==> config.mk <==
export PLATFORM = sky130hd
export DESIGN_NAME = t03_gpio_arbiter
export DESIGN_NICKNAME = d
export VERILOG_FILES = /design/src/rtl/t03_gpio_arbiter.sv
export SDC_FILE = /design/constraint.sdc
export NUM_CORES = 1
export LEC_CHECK = 0
export ABC_CLOCK_PERIOD_IN_PS = 2700
export CORE_AREA = 3 3 137 139
export DETAILED_ROUTE_END_ITERATION = 10
export DIE_AREA = 0 0 140 142
export PLACE_DENSITY = 0.7
export SLEW_MARGIN = 5
export SYNTH_ARGS = -nofsm -noshare
export SYNTH_HDL_FRONTEND = slang
export SYNTH_SLANG_ARGS = --single-unit
==> constraint.sdc <==
create_clock -name clk -period 2.7 [get_ports clk]
set_clock_uncertainty 0.05 [all_clocks]
set_input_delay 0.54 -clock clk [delete_from_list [all_inputs] [get_ports clk]]
set_output_delay 0.54 -clock clk [all_outputs]
set_load 0.05 [all_outputs]
==> src/rtl/t03_gpio_arbiter.sv <==
// t03_gpio_arbiter: round-robin owner of the shared GPIO output bank.
// Define T03_GPIO_ARB_TIMEOUT_EN to bound ownership at MAX_HOLD cycles.
module t03_gpio_arbiter #(
  parameter int NREQ     = 4,
  parameter int WIDTH    = 34,
  parameter int MAX_HOLD = 255
) (
  input  logic                  clk,
  input  logic                  nrst,
  input  logic                  en,
  input  logic [NREQ-1:0]       req,
  input  logic [NREQ*WIDTH-1:0] req_out,
  input  logic [NREQ*WIDTH-1:0] req_oeb,
  output logic [WIDTH-1:0]      gpio_out,
  output logic [WIDTH-1:0]      gpio_oeb,
  output logic [NREQ-1:0]       grant,
  output logic                  busy,
  output logic                  timeout
);

  localparam int PW = $clog2(NREQ);

  typedef enum logic [1:0] {
    IDLE,
    OWN,
    TURN
  } state_t;

  state_t          state;
  logic [PW-1:0]   rr_ptr;
  logic [PW-1:0]   owner;
  logic [PW-1:0]   pick;
  logic [PW-1:0]   nxt_ptr;
  logic            pick_vld;
  logic [NREQ-1:0] pick_hot;
  logic [NREQ-1:0] cand;
  logic [WIDTH-1:0] own_out;
  logic [WIDTH-1:0] own_oeb;
  logic            own_req;
  logic            force_rel;

  // First candidate at or above rr_ptr, wrapping; lowest offset wins.
  always_comb begin
    logic [PW:0] sum;
    logic [PW-1:0] idx;
    pick_vld = 1'b0;
    pick     = rr_ptr;
    sum      = '0;
    idx      = '0;
    for (int j = NREQ - 1; j >= 0; j--) begin
      sum = {1'b0, rr_ptr} + (PW+1)'(j);
      if (sum >= (PW+1)'(NREQ)) begin
        sum = sum - (PW+1)'(NREQ);
      end
      idx = sum[PW-1:0];
      if (cand[idx]) begin
        pick_vld = 1'b1;
        pick     = idx;
      end
    end
  end

  always_comb begin
    pick_hot = '0;
    own_out  = '0;
    own_oeb  = '1;
    own_req  = 1'b0;
    for (int i = 0; i < NREQ; i++) begin
      pick_hot[i] = (pick == PW'(i));
      if (owner == PW'(i)) begin
        own_out = req_out[i*WIDTH +: WIDTH];
        own_oeb = req_oeb[i*WIDTH +: WIDTH];
        own_req = req[i];
      end
    end
  end

  assign nxt_ptr = (int'(owner) == NREQ - 1) ?
                   '0 : owner + 1'b1;

  always_ff @(posedge clk or negedge nrst) begin
    if (!nrst) begin
      state    <= IDLE;
      grant    <= '0;
      gpio_out <= '0;
      gpio_oeb <= '1;
      busy     <= 1'b0;
      rr_ptr   <= '0;
      owner    <= '0;
    end else if (!en) begin
      // Pins tri-state at once, so no turnaround is needed.
      state    <= IDLE;
      grant    <= '0;
      gpio_out <= '0;
      gpio_oeb <= '1;
      busy     <= 1'b0;
    end else begin
      case (state)
        IDLE: begin
          if (pick_vld) begin
            state <= OWN;
            owner <= pick;
            grant <= pick_hot;
            busy  <= 1'b1;
          end
        end
        OWN: begin
          if (!own_req || force_rel) begin
            state    <= TURN;
            grant    <= '0;
            gpio_out <= '0;
            gpio_oeb <= '1;
            rr_ptr   <= nxt_ptr;
          end else begin
            gpio_out <= own_out;
            gpio_oeb <= own_oeb;
          end
        end
        TURN: begin
          state <= IDLE;
          busy  <= 1'b0;
        end
        default: begin
          state <= IDLE;
          grant <= '0;
          busy  <= 1'b0;
        end
      endcase
    end
  end

`ifdef T03_GPIO_ARB_TIMEOUT_EN
  localparam logic [7:0] HOLD_LAST = 8'(MAX_HOLD - 1);

  logic [7:0]      hold;
  logic [NREQ-1:0] mask;

  assign cand      = req & ~mask;
  assign force_rel = (state == OWN) && own_req &&
                     (hold == HOLD_LAST);

  // A timed-out owner stays masked until it lets go of req.
  always_ff @(posedge clk or negedge nrst) begin
    if (!nrst) begin
      hold    <= '0;
      mask    <= '0;
      timeout <= 1'b0;
    end else begin
      timeout <= en && force_rel;
      if (en && force_rel) begin
        mask <= (mask & req) | grant;
      end else begin
        mask <= mask & req;
      end
      if (en && state == OWN) begin
        hold <= hold + 8'd1;
      end else begin
        hold <= '0;
      end
    end
  end
`else
  assign cand      = req;
  assign force_rel = 1'b0;
  // Never true for a legal MAX_HOLD; the pulse is not built here.
  assign timeout   = (MAX_HOLD < 0);
`endif

endmodule

Yosys cells after proc, flatten, opt, wreduce, memory -nomap -nowiden
Index checks and enable logic that the tools add are counted.
{"block": "word_totals", "ff_bits": 79, "inputBits": 279, "output_inout_bits": 74, "elab_cells": 96}
{"block": "classes", "n_addsub": 8, "order_cmp": 8, "n_eq_ne": 14, "muxes": 50, "n_bitwise": 1, "reduce_logical": 8}
{"cell": "2-to-1 mux 34 bit", "count": 14}
{"cell": "2-to-1 mux 2 bit", "count": 12}
{"cell": "2-to-1 mux 1 bit", "count": 14}
{"cell": "< comparator 2 x 3 -> 1 bit (second input constant)", "count": 4}
{"cell": "2-to-1 mux 4 bit", "count": 3}
{"cell": "one-hot mux 4 bit (3 select lines)", "count": 1}
{"cell": "equality test 2 bit (second input constant)", "count": 5}
{"cell": "greater-or-equal comparator 3 bit (second input constant)", "count": 3}
{"cell": "AND reduction 3 bit", "count": 3}
{"cell": "binary-select mux 1 bit (select 2 bit)", "count": 4}
{"cell": "equality test 2 x 1 -> 1 bit (second input constant)", "count": 4}
{"cell": "subtractor 2 x 1 -> 2 bit (second input constant)", "count": 4}
{"cell": "adder 2 x 2 -> 3 bit (second input constant)", "count": 2}
{"cell": "zero test 2 bit", "count": 3}
{"cell": "inequality test 3 bit (second input constant)", "count": 2}
{"cell": "inequality test 2 bit (second input constant)", "count": 2}
{"cell": "one-hot mux 2 bit (2 select lines)", "count": 1}
{"cell": "AND reduction 2 bit", "count": 2}
{"cell": "adder 2 x 1 -> 3 bit (second input constant)", "count": 1}
{"cell": "greater-or-equal comparator 2 x 3 -> 1 bit (second input constant)", "count": 1}
{"cell": "adder 2 x 1 -> 2 bit (second input constant)", "count": 1}
{"cell": "inequality test 2 x 1 -> 1 bit (second input constant)", "count": 1}
{"cell": "one-hot mux 1 bit (2 select lines)", "count": 1}
{"cell": "NOT 1 bit", "count": 1}

Depth between registers and ports, before layout
{"block": "depth", "ltp_word": 13, "mapped_depth": 10, "depth_no_buf": 6}

Worst setup path before layout
OpenSTA, ideal clock, no wires.
{"block": "synth_path", "kind": "flip-flop to flip-flop", "startpoint": "register owner[0]", "endpoint": "register gpio_oeb[28]", "setup_ns": 0.061, "arrival_ns": 2.014, "required_time_ns": 2.589, "path_slack_ns": 0.575, "stages_incl_launch_ff": 11, "path_buffers": 4, "period_less_slack_ns": 2.125, "cell_sequence": "dfrtp_1 > inv_1 > ha_1 > buf_2 > and3b_1 > a2111oi_2 > or4_1 > buf_2 > buf_6 > buf_6 > o22a_1"}
{"block": "synth_between", "elab_chain_cells": 8, "word_cells_on_any_way": 15, "cone_classes": "3 x eq/ne; 11 x mux; 1 x reduce/logical"}
{"element": "start: declaration", "line": "31", "source": "logic [PW-1:0] owner;"}
{"element": "start signal: assignment", "line": "102", "source": "owner <= pick;"}
{"element": "zero test 2 bit", "line": "70", "source": "if (owner == PW'(i)) begin"}
{"element": "2-to-1 mux 34 bit or 2-to-1 mux 1 bit (tied branches) (4 in a row)", "line": "70"}
{"element": "2-to-1 mux 34 bit *", "line": "108", "source": "if (!own_req || force_rel) begin"}
{"element": "2-to-1 mux 34 bit *", "line": "98", "source": "case (state)"}
{"element": "2-to-1 mux 34 bit *", "line": "90", "source": "end else if (!en) begin"}
{"element": "end signal: assignment", "line": "116", "source": "gpio_oeb <= own_oeb;"}
{"element": "end: declaration", "line": "15", "source": "output logic [WIDTH-1:0] gpio_oeb,"}
Mark *: on every way between the ends. The rest lies on a longest branch, timed or not. The select of a mux whose other input is x is not followed.
A chain may end at the register's enable or synchronous reset.

Worst setup path in the final report
{"block": "layout_path", "startpoint": "register owner[1]", "endpoint": "register gpio_oeb[23]"}
The elaborated chain is that of the path after synthesis.

==> results <==
## cell usage after synthesis (2+ instances only)
library cell / n / share of area [%]
a21oi_1: 137 / 13
nand2_1: 77 / 5.3
inv_1: 71 / 4.9
o21ai_0: 67 / 6.1
clkbuf_1: 52 / 3.6
dfrtp_1: 45 / 21
nor2b_1: 38 / 4.4
nor2_1: 37 / 2.5
a221o_1: 34 / 6.2
a22oi_1: 34 / 4.7
dfstp_2: 34 / 16
o22a_1: 34 / 5.5
buf_1: 8 / 0.55
buf_2: 8 / 0.73
o21ai_1: 5 / 0.46
ha_1: 4 / 0.92
nand2b_1: 3 / 0.34
o32ai_1: 3 / 0.48
a32o_1: 2 / 0.37
buf_6: 2 / 0.41
mux2_2: 2 / 0.41
## worst paths after layout
path                                 to  cells past startpoint
setup / recovery           gpio_oeb[23]                      7
hold / removal             gpio_out[21]                      1
setup reg to reg           gpio_oeb[23]                      7
hold reg to reg            gpio_out[22]                      2
max in group asynchronous  gpio_oeb[26]                      2
min in group clk           gpio_out[22]                      2
## worst register-to-register path, stage by stage, from the launching register on
cell       delay [ns]
dfrtp_1          0.46
inv_1            0.13
ha_4             0.25
and3b_1          0.25
a2111oi_2        0.06
or4_2            0.71
buf_12           0.21
o22a_1           0.23
## kinds of logic after synthesis
group	Yosys count	share of synthesized area, %
AO/OA/AOI/OAI	323	37.7
adder cells (fa/ha/maj)	4	0.916
buffers and inverters	142	10.3
flip-flops	79	37.0
multiplexers	3	0.596
other	1	0.0687
AND/OR/NAND/NOR	162	13.5
## metrics by stage
step,instance area (µm²),std cells,utilization (%),power [µW]
2_1_floorplan,5460,714,-,5520
3_3_place_gp,9170,1237,51.6,7390
3_5_place_dp,9170,1237,51.6,7430
4_1_cts,9490,1253,53.4,8770
5_1_grt,9490,1253,53.4,9290
6_report,9490,1253,53.4,8670
## routing by layer
metal | part of all wire [%] | global-route usage (%) | vias up
met5 | 0 | 0 | -
met4 | 1.4 | 4.64 | 0
met3 | 6.5 | 5.21 | 20
met2 | 51 | 36.0 | 198
met1 | 41 | 27.0 | 2918
li1 | - | - | 3120
## flip-flops by register name, indices dropped and copies added, names as in the netlist
name / flops
state: 2
rr_ptr: 2
gpio_out: 34
busy: 1
grant: 4
gpio_oeb: 34
owner: 2
## layout make-up
cell class / instances / area, µm² / share of cell area (%)
Tap cell: 229 / 287 / 3.02
Clock inverter: 6 / 85.1 / 0.897
Clock buffer: 10 / 229 / 2.41
Inverter: 71 / 267 / 2.81
Multi-Input combinational cell: 493 / 2920 / 30.8
Sequential cell: 79 / 2020 / 21.3
Timing Repair Buffer: 365 / 3680 / 38.8
## power by group
group          leakage [µW]  switching [µW]  internal, µW
Clock              0.000157             487           809
Combinational       0.00272            3370          2230
Sequential         0.000970             215          1560
Total               0.00385            4070          4600
==> flow_metrics.py <==
metrics = {
    "status": {
        "outcome": "complete, no violations",
    },
    "critical_path": {
        "crit_start": "owner[1]",
        "crit_type": "register to register",
        "path_buf_inv": 2,
        "crit_path_cell_trace": "inv_1, ha_4, and3b_1, a2111oi_2, or4_2, buf_12, o22a_1",
        "cp_max_fo": 34,
        "cp-start-kind": "register",
        "arrival_ns": 2.63,
        "reg2reg_slack_ns": 0.28,
        "cpMaxStageDelayCell": "or4_2",
        "worstPathRequired_ns": 2.91,
        "cpLargestDelayFamily": "simple AND/OR/NAND/NOR gates",
        "end_kind": "register",
        "max_stage_delay_ns": 0.71,
        "r2r-start": "owner[1]",
    },
    "floorplanning": {
        "die-area_um2": 19900,
        "num_rows": 49,
        "num_io_pins": 353,
        "chipWidth_um": 140,
        "core-area_um2": 17800,
        "dieHeight_um": 142,
        "initial_core_util_pct": 30.7,
    },
    "timing": {
        "max_freq_ghz": 0.413,
        "hold_ws_ns": 0.251,
        "worst_slack_ns": 0.280,
        "relSlewSlack_pct": 42.6,
        "layout_min_cycle_time_ns": 2.42,
        "hold_viol_final": 0,
        "period_share_pct": 89.6,
        "worstMarginPinSlew_ns": 0.861,
        "setup_viol": 0,
        "rsz0062_at_grt": "no",
        "maxSlewViolCount": 0,
        "tns_ns": 0,
    },
    "placement": {
        "portBuffers": 351,
        "gp_congestion": 0.842,
        "preCtsSetupSlack_ns": 0.173,
        "place_hpwl_um": 16100,
    },
    "final_layout": {
        "drive_gt1_share_pct": 7.23,
        "nets": 1302,
        "final_common_cell": "clkdlybuf4s50_1",
        "layout_common_cells": "clkdlybuf4s50_1, a21oi_1, nand2_1",
        "syn_to_final_growth_pct": 73.7,
        "n_fill_cell": 1704,
        "antenna_cells": 0,
    },
    "clock_tree": {
        "tritoncts": "done",
        "postCtsResizedCells": 0,
        "clock_sinks": 79,
        "postCtsSetupBuffers": 0,
        "cts_made_buffers": 9,
        "cts-root-buf": "clkbuf_16",
        "clock_latency_ns": 0.34,
        "cts_buffer_depth": 2,
        "cts_hold_buf": 0,
        "path_clk_slew_ns": 0.06,
        "htree_levels": 3,
    },
    "global_routing": {
        "antenna_found_initial": 0,
        "grt_pass1_vias": 5895,
        "grt_usage_pct": 21.0,
        "grt_max_degree": 123,
        "grt_pass1_wl_um": 33300,
        "gr-total-overflow": 0,
    },
    "flow_run": {
        "max-cap-violations": 0,
    },
    "logic_synthesis": {
        "syn-instance-count": 714,
        "seq_area_frac_synth_pct": 37.0,
        "synth-edff-count": 0,
        "synth-seq-cells": 79,
        "synthArstFlopShare_pct": 100,
        "yosysWarnings": 0,
        "netlist_area_um2": 5460,
        "ys_types": 38,
        "avgSynthCellArea_um2": 7.65,
        "ys.flop_type": "dfrtp_1",
        "synth.net_count": 997,
    },
    "power": {
        "ir_drop_v": 0.000710,
        "p_leak_uw": 0.00385,
        "power_density_nw_per_um2": 914,
    },
    "route": {
        "wl_um": 22100,
        "viasPerCell": 4.99,
        "first_iter_violations": 311,
        "drt_pass1_iterations": 4,
        "drc": 0,
        "final_antenna_net_count": 0,
        "vias": 6256,
        "wl_per_cell_um": 17.6,
    },
    "worst_hold_path": {
        "min-delay-path-class": "input port to async pin",
    },
}
Power figures use the tool's default switching activity.
